--- config.mk ---
export PLATFORM = sky130hd
export DESIGN_NAME = csc_addr_spad_pingpong_flat
export DESIGN_NICKNAME = d
export VERILOG_FILES = /design/src/rtl/csc_addr_spad_pingpong_if.sv /design/src/rtl/csc_addr_spad_pingpong.sv /design/src/flat_wrapper.sv
export SDC_FILE = /design/constraint.sdc
export NUM_CORES = 1
export LEC_CHECK = 0
export CELL_PAD_IN_SITES_DETAIL_PLACEMENT = 0
export CELL_PAD_IN_SITES_GLOBAL_PLACEMENT = 1
export CORE_ASPECT_RATIO = 0.7
export CORE_MARGIN = 3
export CORE_UTILIZATION = 25
export DETAILED_ROUTE_END_ITERATION = 8
export PLACE_DENSITY = 0.42
export REMOVE_ABC_BUFFERS = 1
export SLEW_MARGIN = 30
export SYNTH_ARGS = -nofsm -noshare
export SYNTH_HDL_FRONTEND = slang
export SYNTH_SLANG_ARGS = --single-unit
--- constraint.sdc ---
create_clock -name clock -period 8.95 [get_ports clock]
set_input_delay 2.685 -clock clock [delete_from_list [all_inputs] [get_ports clock]]
set_output_delay 2.685 -clock clock [all_outputs]
set_load 0.03 [all_outputs]
--- src/rtl/csc_addr_spad_pingpong_if.sv ---
// Bus bundle for the double-buffered CSC address scratchpad: decoder write
// handshake on one side, PE read controls and status on the other.
interface csc_addr_spad_pingpong_if #(
   parameter int ADDR_W = 7,
   parameter int DEPTH  = 32
);
   localparam int IDX_W = $clog2(DEPTH);

   logic              in_valid;
   logic              in_ready;
   logic [ADDR_W-1:0] in_data;
   logic              write_en;
   logic              write_fin;
   logic [ADDR_W-1:0] rd_data;
   logic              rd_valid;
   logic [IDX_W-1:0]  read_idx;
   logic              read_idx_en;
   logic              addr_read_inc;
   logic              read_fin;
   logic              wr_bank;
   logic              rd_bank;
   logic              overflow_err;

   // Producer/consumer side: drives beats and read controls
   modport master (
      output in_valid, in_data, write_en, read_idx, read_idx_en, addr_read_inc,
      input  in_ready, write_fin, rd_data, rd_valid, read_fin, wr_bank, rd_bank,
             overflow_err
   );

   // Scratchpad side
   modport slave (
      input  in_valid, in_data, write_en, read_idx, read_idx_en, addr_read_inc,
      output in_ready, write_fin, rd_data, rd_valid, read_fin, wr_bank, rd_bank,
             overflow_err
   );
endinterface

--- src/rtl/csc_addr_spad_pingpong.sv ---
// Double-buffered CSC address scratchpad. The decoder fills one bank with a
// zero-terminated address vector while the PE walks the other bank; a bank
// changes hands only when its vector is complete (write side) or fully
// consumed (read side). Over-long vectors are force-terminated and flagged.
module csc_addr_spad_pingpong #(
   parameter int ADDR_W   = 7,
   parameter int DEPTH    = 32,
   parameter int END_CODE = 0
) (
   input  logic                   clock,
   input  logic                   reset,
   csc_addr_spad_pingpong_if.slave bus
);
   localparam int                IDX_W    = $clog2(DEPTH);
   localparam logic [ADDR_W-1:0] END_VAL  = ADDR_W'(END_CODE);
   localparam logic [ADDR_W-1:0] FILL_VAL = '1;
   localparam logic [IDX_W-1:0]  LAST_IDX = IDX_W'(DEPTH - 1);

   logic [ADDR_W-1:0] r_mem [2][DEPTH];
   logic [IDX_W-1:0]  r_wr_ptr;
   logic [IDX_W-1:0]  r_rd_ptr;
   logic              r_wr_bank;
   logic              r_rd_bank;
   logic [1:0]        r_full;
   logic              r_overflow;

   logic              w_in_ready;
   logic              w_shake;
   logic              w_is_end;
   logic              w_wr_last;
   logic              w_write_fin;
   logic              w_overflow;
   logic [ADDR_W-1:0] w_wr_data;
   logic              w_rd_valid;
   logic [ADDR_W-1:0] w_rd_data;
   logic              w_read_fin;

   // Write side: a bank accepts beats until it is closed by a terminator
   // or by running out of entries, in which case the terminator is forced.
   assign w_in_ready  = ~r_full[r_wr_bank];
   assign w_shake     = bus.in_valid & w_in_ready & bus.write_en;
   assign w_is_end    = (bus.in_data == END_VAL);
   assign w_wr_last   = (r_wr_ptr == LAST_IDX);
   assign w_write_fin = w_shake & (w_is_end | w_wr_last);
   assign w_overflow  = w_shake & ~w_is_end & w_wr_last;
   assign w_wr_data   = w_write_fin ? END_VAL : bus.in_data;

   // Read side: the bank is released when the PE steps past the terminator;
   // a random-access load in the same cycle wins over the step.
   assign w_rd_valid  = r_full[r_rd_bank];
   assign w_rd_data   = r_mem[r_rd_bank][r_rd_ptr];
   assign w_read_fin  = w_rd_valid & bus.addr_read_inc & ~bus.read_idx_en &
                        (w_rd_data == END_VAL);

   assign bus.in_ready     = w_in_ready;
   assign bus.write_fin    = w_write_fin;
   assign bus.rd_data      = w_rd_data;
   assign bus.rd_valid     = w_rd_valid;
   assign bus.read_fin     = w_read_fin;
   assign bus.wr_bank      = r_wr_bank;
   assign bus.rd_bank      = r_rd_bank;
   assign bus.overflow_err = r_overflow;

   // Address storage: accepted beats land at the write pointer of the write bank
   always_ff @(posedge clock) begin
      // NOTE: the array is reset like any other register because a freshly
      // reset spad must read back all-ones, not stale addresses.
      if (reset) begin
         for (int b = 0; b < 2; b++) begin
            for (int e = 0; e < DEPTH; e++) begin
               r_mem[b][e] <= FILL_VAL;
            end
         end
      end else if (w_shake) begin
         r_mem[r_wr_bank][r_wr_ptr] <= w_wr_data;
      end
   end

   // Pointer, bank-ownership and status bookkeeping for both sides
   always_ff @(posedge clock) begin
      // NOTE: non-blocking assignments here let write_fin and read_fin update
      // different bits of r_full in the same cycle without ordering hazards.
      if (reset) begin
         r_wr_ptr   <= '0;
         r_rd_ptr   <= '0;
         r_wr_bank  <= 1'b0;
         r_rd_bank  <= 1'b0;
         r_full     <= 2'b00;
         r_overflow <= 1'b0;
      end else begin
         if (w_write_fin) begin
            r_full[r_wr_bank] <= 1'b1;
            r_wr_bank         <= ~r_wr_bank;
            r_wr_ptr          <= '0;
         end else if (w_shake) begin
            r_wr_ptr <= r_wr_ptr + 1'b1;
         end

         if (w_overflow) begin
            r_overflow <= 1'b1;
         end

         if (w_read_fin) begin
            r_full[r_rd_bank] <= 1'b0;
            r_rd_bank         <= ~r_rd_bank;
            r_rd_ptr          <= '0;
         end else if (w_rd_valid && bus.read_idx_en) begin
            r_rd_ptr <= bus.read_idx;
         end else if (w_rd_valid && bus.addr_read_inc) begin
            r_rd_ptr <= r_rd_ptr + 1'b1;
         end
      end
   end
endmodule

--- src/flat_wrapper.sv ---
// flat-port wrapper written by rule: the top's interface ports become plain ports
module csc_addr_spad_pingpong_flat 
#(
   parameter int ADDR_W   = 7,
   parameter int DEPTH    = 32,
   parameter int END_CODE = 0
)
  (clock, reset, bus_in_valid, bus_in_data, bus_write_en, bus_read_idx, bus_read_idx_en, bus_addr_read_inc, bus_in_ready, bus_write_fin, bus_rd_data, bus_rd_valid, bus_read_fin, bus_wr_bank, bus_rd_bank, bus_overflow_err);
  csc_addr_spad_pingpong_if #(.ADDR_W(ADDR_W), .DEPTH(DEPTH)) bus_i ();
  input  logic clock;
  input  logic reset;
  input wire logic [$bits(bus_i.in_valid)-1:0] bus_in_valid;
  input wire logic [$bits(bus_i.in_data)-1:0] bus_in_data;
  input wire logic [$bits(bus_i.write_en)-1:0] bus_write_en;
  input wire logic [$bits(bus_i.read_idx)-1:0] bus_read_idx;
  input wire logic [$bits(bus_i.read_idx_en)-1:0] bus_read_idx_en;
  input wire logic [$bits(bus_i.addr_read_inc)-1:0] bus_addr_read_inc;
  output wire logic [$bits(bus_i.in_ready)-1:0] bus_in_ready;
  output wire logic [$bits(bus_i.write_fin)-1:0] bus_write_fin;
  output wire logic [$bits(bus_i.rd_data)-1:0] bus_rd_data;
  output wire logic [$bits(bus_i.rd_valid)-1:0] bus_rd_valid;
  output wire logic [$bits(bus_i.read_fin)-1:0] bus_read_fin;
  output wire logic [$bits(bus_i.wr_bank)-1:0] bus_wr_bank;
  output wire logic [$bits(bus_i.rd_bank)-1:0] bus_rd_bank;
  output wire logic [$bits(bus_i.overflow_err)-1:0] bus_overflow_err;
  assign bus_i.in_valid = bus_in_valid;
  assign bus_i.in_data = bus_in_data;
  assign bus_i.write_en = bus_write_en;
  assign bus_i.read_idx = bus_read_idx;
  assign bus_i.read_idx_en = bus_read_idx_en;
  assign bus_i.addr_read_inc = bus_addr_read_inc;
  assign bus_in_ready = bus_i.in_ready;
  assign bus_write_fin = bus_i.write_fin;
  assign bus_rd_data = bus_i.rd_data;
  assign bus_rd_valid = bus_i.rd_valid;
  assign bus_read_fin = bus_i.read_fin;
  assign bus_wr_bank = bus_i.wr_bank;
  assign bus_rd_bank = bus_i.rd_bank;
  assign bus_overflow_err = bus_i.overflow_err;
  csc_addr_spad_pingpong #(.ADDR_W(ADDR_W), .DEPTH(DEPTH), .END_CODE(END_CODE)) u_core (.clock(clock), .reset(reset), .bus(bus_i));
endmodule
==> metrics <==
outcome=completed; gr usage total=17.0%; Initial Utilization=25.4%; Fin. Hold Viols=0; TritonCTS buffer count=48; total power=0.00466 W; DP Area=21700 sq um; worst path required time=6270 ps; clk sinks=464; clock share of power=44.8%; Multi-input gate area=5590 sq um; P per Cell Area=200 nW/um^2; Reg-to-Reg End=u_core.bus.rd_bank$_SDFFE_PP0P_; most frequent cells in the layout=448 x edfxtp_1, 257 x nand2_1, 111 x mux4_2; row cnt=85; post-layout min period=8090 ps; Cells after Synth=1233; main area contributors after synthesis=edfxtp_1 68%, mux4_2 13%, nand2_1 4.9%; routed len/inst=29.0 microns; hold depth=2; crit path from=bus_in_data[2]; num ports=32; final setup vio count=0; post-CTS setup buffers=0; switching share of power=21.9%; combinational fraction of design power=3.3%; final instance area=23300 sq um; ANT nets after route=0; Yosys top cell area share=68.3%; CP Launch Type=input pin; Core Region=77400 sq um; RSZ-0062 raised after global routing=false; post-synthesis sequential area ratio=69.9%; f_max=124 MHz; DP Wirelength=44.2 mm; first-pass GRT wire length=97.1 mm; Max FO, Critical Path=8; Reg power frac=51.9%; residual DRC count=0; Vias/cell=4.76; synthesized area=19700 sq um; nets@finish=1340; hold-fix buffers at CTS=0; synth unique cells=48; clk_skew=27.0 ps; synth warn=0; fin util=30.1%; H-tree levels=2; Critical Path AT=5400 ps; max cap viols=0; final WL=69.6 mm; clock root buffer=clkbuf_16; chip width=341 microns; largest net degree at the start of global routing=61; First DRT Iteration DRCs=1222; hold endpoint=u_core.bus.overflow_err$_SDFFE_PP0P_; clock-pin slew on the worst setup and hold paths=60 ps; vias in the first global route=11800; DRT Pass-1 Iters=5; flip-flop and latch area=13800 sq um; min-delay src=u_core.bus.overflow_err$_SDFFE_PP0P_; Fill cells=7736; share of cells above drive strength 1=23.5%; commonest non-fill, non-tap cell in the layout=edfxtp_1; via count=11400; GRT Residual Overflow=0; Post-CTS Resized=0; I/O Buffers=31; Die H=241 microns; Async S/R FF share, synth=0%; slew margin rel.=32.9%; Hold WC Path Type=flip-flop to flip-flop; critical path class=input pin to primary output; Max Slew Vio Count=0; Post-synth EDFFs=448; FF-to-FF path depth=7; FF+latch count, synth=464; main flop type after synthesis=edfxtp_1; TritonCTS clock tree=yes; cell taking the most area after synthesis=edfxtp_1; Max VDD drop=0.000113 V; Layout area overhead=18.4%; Slew @ Worst Pin=1000 ps; net switching power=0.00102 W; final critical-path share of the clock period=90.4%; Hold Slack=510 ps; initial antenna violation count=4; deepest clock path buffer count=3; Avg Synthesized Cell Area=16.0 sq um; worst skew pair latency=600 ps; internal power=0.00364 W; Leak Pwr=5.82 nW; slack of the worst reg-to-reg path=4610 ps; die area=82200 sq um; CP Capture Type=primary output; Placer Congestion=0.788
layer usage:
metal	track usage [%]	wire, microns
met4	3.85	1260
met1	26.7	35200
met2	23.8	28400
met5	0	0
met3	3.63	4850
state kept, by name, summed over array words and instances (netlist names), named ones only:
name                     cells
u_core.bus.wr_bank           1
u_core.r_mem               448
u_core.bus.rd_bank           1
u_core.r_wr_ptr              5
u_core.r_rd_ptr              5
u_core.bus.overflow_err      1
u_core.r_full                2
kinds of logic after synthesis:
logic type | count (synthesis) | synth area share [%]
AO/OA/AOI/OAI | 119 | 3.86
buffers and inverters | 98 | 2.31
multiplexers | 144 | 14.5
flip-flops | 464 | 69.9
XOR/XNOR | 8 | 0.356
adder cells (fa/ha/maj) | 6 | 0.381
AND/OR/NAND/NOR | 394 | 8.68
worst max path at each step:
| stage | depth (start not counted) | slack, ps | endpoint |
|---|---|---|---|
| floorplan | 6 | -640 | bus_read_fin |
| global placement | 7 | 590 | bus_write_fin |
| detailed placement | 7 | 650 | bus_write_fin |
| CTS | 7 | 630 | bus_write_fin |
| global route | 7 | 540 | bus_write_fin |
| finish | 7 | 860 | bus_write_fin |
layout make-up:
| class | instances | share of cell area [%] |
|---|---|---|
| tap | 1044 | 5.60 |
| clock inverter | 32 | 1.37 |
| multi-input combinational | 671 | 24.0 |
| timing repair buffer | 113 | 4.11 |
| sequential | 464 | 59.2 |
| clock buffer | 57 | 5.47 |
| inverter | 18 | 0.290 |
| antenna | 3 | 0.0322 |
power groups by stage:
stage	clock network (W)	logic (W)	registers [W]
6_report	0.00209	0.000154	0.00242
5_1_grt	0.00223	0.000165	0.00242
4_1_cts	0.00215	0.000157	0.00242
3_5_place_dp	0	0.000157	0.00247
3_3_place_gp	0	0.000157	0.00247
2_1_floorplan	0	0.0000630	0.00246
cell usage after synthesis (11+ instances only):
| master | count |
|---|---|
| nor3_1 | 29 |
| a22oi_1 | 15 |
| mux2i_1 | 29 |
| edfxtp_1 | 448 |
| nor2_1 | 32 |
| nand3_1 | 15 |
| o21ai_0 | 47 |
| nand2_1 | 257 |
| dfxtp_1 | 16 |
| or2_2 | 26 |
| inv_1 | 16 |
| a21oi_1 | 11 |
| mux4_2 | 111 |
| clkbuf_1 | 58 |
metrics by stage:
step	setup slack (ps)	instances	TNS, ps
finish	861	2402	0
global route	542	2399	0
CTS	633	2399	0
detailed placement	654	2310	0
global placement	588	2310	0
floorplan	-638	1153	-657
worst max-delay path, stage by stage:
cell,delay (ps)
clkdlybuf4s50_1,460
or4_1,530
nor4_1,530
buf_4,250
o21ai_2,60
clkinv_1,180
clkdlybuf4s50_1,710
Note: power is estimated with default switching activity, not from simulation.
